$ cat config.mk
export PLATFORM = sky130hd
export DESIGN_NAME = bayer_gray_downsample
export DESIGN_NICKNAME = d
export VERILOG_FILES = /design/src/rtl/bayer_gray_downsample.sv
export SDC_FILE = /design/constraint.sdc
export NUM_CORES = 1
export LEC_CHECK = 0
export ABC_CLOCK_PERIOD_IN_PS = 4300
export BUFFER_PORTS_ARGS = -buffer_cell sky130_fd_sc_hd__buf_2
export CAP_MARGIN = 20
export CELL_PAD_IN_SITES_DETAIL_PLACEMENT = 0
export CELL_PAD_IN_SITES_GLOBAL_PLACEMENT = 2
export CORE_ASPECT_RATIO = 2
export CORE_MARGIN = 2
export CORE_UTILIZATION = 36
export DETAILED_ROUTE_END_ITERATION = 10
export PLACE_DENSITY = 0.88
export SLEW_MARGIN = 15
export SYNTH_ARGS = -nofsm -noshare
export SYNTH_HDL_FRONTEND = slang
export SYNTH_SLANG_ARGS = --single-unit
$ cat constraint.sdc
create_clock -name iCLK -period 4.3 [get_ports iCLK]
set_input_delay 0.645 -clock iCLK [delete_from_list [all_inputs] [get_ports iCLK]]
set_output_delay 0.645 -clock iCLK [all_outputs]
set_load 0.02 [all_outputs]
$ cat src/rtl/bayer_gray_downsample.sv
// Bayer 2x2 block to 12-bit grayscale downsampler, one output pixel per G1 R / B G2 block.
// Latency 1 from the completing odd-column beat; no backpressure. Optional GRAY_LUMA_EN selects luma weighting.
module bayer_gray_downsample #(
    parameter int ROW_WIDTH = 1280,
    parameter int ROW_COUNT = 960
) (
    input  logic        iCLK,
    input  logic        iRST,
    input  logic        iFVAL,
    input  logic        iDVAL,
    input  logic [11:0] iTap0,
    input  logic [11:0] iTap1,
    output logic [11:0] oGRAY,
    output logic        oDVAL,
    output logic [9:0]  oX,
    output logic [9:0]  oY
);

    localparam logic [0:0]  S_IDLE   = 1'b0;
    localparam logic [0:0]  S_ACTIVE = 1'b1;
    localparam logic [10:0] COL_LAST = 11'(ROW_WIDTH - 1);
    localparam logic [10:0] ROW_MAX  = 11'(ROW_COUNT);

    logic [0:0]  state_q, state_d;
    logic [10:0] col_q, col_d;
    logic [10:0] row_q, row_d;
    logic [11:0] g1_q, g1_d;
    logic [11:0] b_q, b_d;
    logic [11:0] gray_q, gray_d;
    logic        dval_q, dval_d;
    logic [9:0]  x_q, x_d;
    logic [9:0]  y_q, y_d;

    logic        assemble;
    logic [11:0] gray_calc;

    // Only odd rows carry both halves of a block: iTap1 holds the G1/R row above.
    assign assemble = row_q[0] && (row_q < ROW_MAX);

`ifdef GRAY_LUMA_EN
    logic [15:0] luma_sum;
    assign luma_sum  = 16'd5 * {4'd0, iTap1} + 16'd5 * {4'd0, g1_q}
                     + 16'd5 * {4'd0, iTap0} + {4'd0, b_q};
    assign gray_calc = 12'(luma_sum >> 4);
`else
    logic [13:0] avg_sum;
    assign avg_sum   = {2'd0, g1_q} + {2'd0, iTap1} + {2'd0, b_q} + {2'd0, iTap0};
    assign gray_calc = 12'(avg_sum >> 2);
`endif

    always_comb begin
        state_d = state_q;
        col_d   = col_q;
        row_d   = row_q;
        g1_d    = g1_q;
        b_d     = b_q;
        gray_d  = gray_q;
        x_d     = x_q;
        y_d     = y_q;
        dval_d  = 1'b0;
        case (state_q)
            S_IDLE: begin
                col_d = '0;
                row_d = '0;
                if (iFVAL) begin
                    state_d = S_ACTIVE;
                end
            end
            S_ACTIVE: begin
                if (!iFVAL) begin
                    // Frame drop discards any half-assembled block.
                    state_d = S_IDLE;
                    col_d   = '0;
                    row_d   = '0;
                    g1_d    = '0;
                    b_d     = '0;
                end else if (iDVAL) begin
                    if (col_q == COL_LAST) begin
                        col_d = '0;
                        if (row_q != ROW_MAX) begin
                            row_d = row_q + 11'd1;
                        end
                    end else begin
                        col_d = col_q + 11'd1;
                    end
                    if (assemble) begin
                        if (!col_q[0]) begin
                            g1_d = iTap1;
                            b_d  = iTap0;
                        end else begin
                            gray_d = gray_calc;
                            x_d    = col_q[10:1];
                            y_d    = row_q[10:1];
                            dval_d = 1'b1;
                        end
                    end
                end
            end
            default: state_d = S_IDLE;
        endcase
    end

    always_ff @(posedge iCLK or negedge iRST) begin
        if (!iRST) begin
            state_q <= S_IDLE;
            col_q   <= '0;
            row_q   <= '0;
            g1_q    <= '0;
            b_q     <= '0;
            gray_q  <= '0;
            dval_q  <= 1'b0;
            x_q     <= '0;
            y_q     <= '0;
        end else begin
            state_q <= state_d;
            col_q   <= col_d;
            row_q   <= row_d;
            g1_q    <= g1_d;
            b_q     <= b_d;
            gray_q  <= gray_d;
            dval_q  <= dval_d;
            x_q     <= x_d;
            y_q     <= y_d;
        end
    end

    assign oGRAY = gray_q;
    assign oDVAL = dval_q;
    assign oX    = x_q;
    assign oY    = y_q;

endmodule

==> metrics.md <==
| Metric | Value |
|---|---|
| Final setup viols | `0` |
| Root Driver | `clkbuf_16` |
| H-tree depth | `3` |
| Worst Path Required | `~4.6 ns` |
| GP Congestion | `a little over 0.8` |
| Synth Area in Compound Gates | `roughly 14%` |
| CP endpoint kind | `flop` |
| Final period util | `between 70% and 80%` |
| Min-delay worst type | `input pin to async pin` |
| Sw Ratio | `24.5%` |
| Setup Skew | `approximately 0.0045 ns` |
| Clock transition at path regs | `roughly 0.06 ns` |
| Nets@finish | `591` |
| RSZ-0062 raised after global routing | `false` |
| Post-Synth Simple-Gate Area | `approximately 17%` |
| Worst slew pin tran | `a little over 0.9 ns` |
| # clock sinks | `80` |
| Area grow syn2layout | `18.0%` |
| Post-Synth XOR/XNOR Area | `about 3.3%` |
| HPWL Detailed | `between 7 and 8 mm` |
| Area share of fa/ha/maj cells after synthesis | `between 10% and 20%` |
| Crit Path Max Fanout | `4` |
| Placed instance area | `approximately 5000 µm²` |
| CP cell instances | `buf_2 -> inv_1 -> fa_1 -> fa_1 -> nor2_1 -> nand2_1 -> fa_1 -> nor2b_1 -> o31a_1 -> o221ai_1 -> o311ai_0 -> o21a_1` |
| #FFs+latches synth | `80` |
| Synth area leaders | `dfrtp_1 (44%), fa_1 (11%), nand2_1 (6.5%), inv_1 (5.3%), a22o_1 (4.7%)` |
| WL/cell | `~15 µm` |
| Post-synth ARST share | `100%` |
| Leakage power | `between 2 and 3 nW` |
| Final Instance Area | `around 5300 µm²` |
| Netlist Area Pre-Place | `between 4000 and 5000 µm²` |
| Top cell type's share of synthesized area | `between 40 and 50%` |
| Core area | `12200 µm²` |
| Die Width | `slightly above 80 µm` |
| First-pass GRT wire length | `between 15 and 20 mm` |
| Number of inserted diodes | `0` |
| Status | `completed` |
| Fmax | `about 300 MHz` |
| Post-synthesis mux area share | `0%` |
| Synth Net Count | `530` |
| Initial antenna violation count | `0` |
| Clk_lat worst skew | `around 0.34 ns` |
| Internal power | `~1.4 mW` |
| Fin crit period | `approximately 3.3 ns` |
| Register area share after synthesis | `44.4%` |
| Avg Inst Size Synth | `~10 µm²` |
| Gate count of the mapped netlist | `around 460` |
| Worst vdd ir | `roughly 0.33 mV` |
| CP delay by family, top | `adder cells` |
| Initial Utilization | `around 37%` |
| Vias in the first global route | `~3500` |
| CTS buffer count | `9` |
| Crit path kind | `input pin to flop` |
| Largest net degree at the start of global routing | `approximately 80` |
| Final Max Slew Viols | `0` |
| Final Hold Fails | `0` |
| Maximum clock insertion buffer count | `2` |
| Power Dens Cells | `roughly 340 nW/µm²` |
| Via count | `around 3400` |
| DR vias/cell | `between 5 and 6` |
| First-pass detailed-route iteration total | `4` |
| Max-Slew Margin vs Limit | `38.2%` |
| Critical Path AT | `roughly 3.6 ns` |
| Post-synth top cells | `dfrtp_1 (80), nand2_1 (78), inv_1 (64)` |
| Post-synth EDFFs | `0` |
| Fraction of layout instances using a drive strength above 1 | `approximately 16%` |
| Flop pwr share | `between 40% and 50%` |
| Comb pwr share | `approximately 12%` |
| Crit-path max cell delay | `0.57 ns` |
| CTS tree | `done` |
| Cell mode on critical path | `fa_1` |
| Initial DRC count | `112` |
| Slowest-stage cell, CP | `fa_1` |
| I/O pin count | `about 60` |
| DRC errors left | `0` |
| GRT overflow | `0` |
| Area leader, netlist | `dfrtp_1` |
| Port Buffers | `60` |
| Die Y | `roughly 160 µm` |
| Antenna Nets Post-Route | `0` |
| Synth Warn # | `0` |
| Switching power | `about 0.44 mW` |
| GR Util All Layers | `between 10% and 20%` |
| Num rows | `57` |
| Total Power | `roughly 1.8 mW` |
| Cell with the most instances after synthesis | `dfrtp_1` |
| Drt total wl | `approximately 10 mm` |
| Hold_buf cts | `0` |
| Critical path buffers and inverters | `2` |
| CP Launch Type | `input pin` |
| Setup bufs post-CTS | `0` |
| Max-cap viol count | `0` |
| Primary FF master, synth | `dfrtp_1` |
| Post-CTS resize count | `0` |
| Final setup TNS | `0 ns` |
| Die area | `approximately 13000 µm²` |
| Cell variety after synth | `46` |
| Clk pwr share | `between 40% and 50%` |
| Main combinational cell family by area after synthesis | `simple AND/OR/NAND/NOR gates` |
==> area by class of cell <==
type                       instances  area [µm²]
clock buffer                      11         243
clock inverter                     5        80.1
timing repair buffer              64         353
sequential                        80        2000
multi-input combinational        306        2220
tap                              147         184
fill                            1177        6880
inverter                          64         240
==> final timing paths <==
path,start,to,slack [ns],depth (start not counted)
setup / recovery,iTap0[1],oGRAY[11],1.01,12
setup reg to reg,g1_q[1],oGRAY[11],1.10,11
max in group asynchronous,iRST,b_q[10],3.50,2
min in group iCLK,iFVAL,state_q,0.45,1
hold reg to reg,oY[4],oY[4],0.47,2
hold / removal,iRST,oY[7],0.20,1
==> sequential cells by signal, indices dropped and copies added (netlist names) <==
register	count
oDVAL	1
oY	10
oX	10
oGRAY	12
state_q	1
row_q	11
b_q	12
g1_q	12
col_q	11
==> through the flow <==
stage	hold slack [ns]	setup WS [ns]	utilization, %	cells
finish	0.205	1.01	43.6	677
global route	0.215	0.857	43.6	677
CTS	0.440	1.01	43.4	676
detailed placement	0.457	0.655	40.7	660
global placement	0.452	0.747	40.7	660
floorplan	0.349	0.931	-	464
==> logic make-up (layout without fill, tap and decap cells) <==
family / after synthesis / in the layout
compound gates: 93 / 93
xor+xnor: 17 / 17
fa+ha+maj: 38 / 38
buf+inv: 78 / 144
flops: 80 / 80
simple gates: 158 / 158
==> power by group through the flow <==
stage,clock network (mW),registers [mW],logic (mW)
global placement,0,0.769,0.207
finish,0.835,0.755,0.208
global route,0.898,0.755,0.237
CTS,0.858,0.755,0.210
floorplan,0,0.769,0.137
detailed placement,0,0.769,0.209
==> metal layers <==
layer  global-route usage (%)  up-vias  part of all wire [%]
met1                     16.8     1676                    39
met4                     5.66        0                   1.8
li1                         -     1672                     -
met3                     3.25       13                   2.9
met2                     29.7       61                    56
met5                        0        -                     0
==> placed cells by master, fill, tap and decap left out, types with 12 or more instances in the layout <==
cell type / count
nand3_1: 12
a22o_1: 24
xor2_1: 15
o21ai_0: 22
fa_1: 24
buf_2: 59
inv_1: 64
ha_1: 14
dfrtp_1: 80
nand2_1: 78
a21oi_1: 21
nor2_1: 19
No activity file was read; power rests on OpenSTA's default activity.
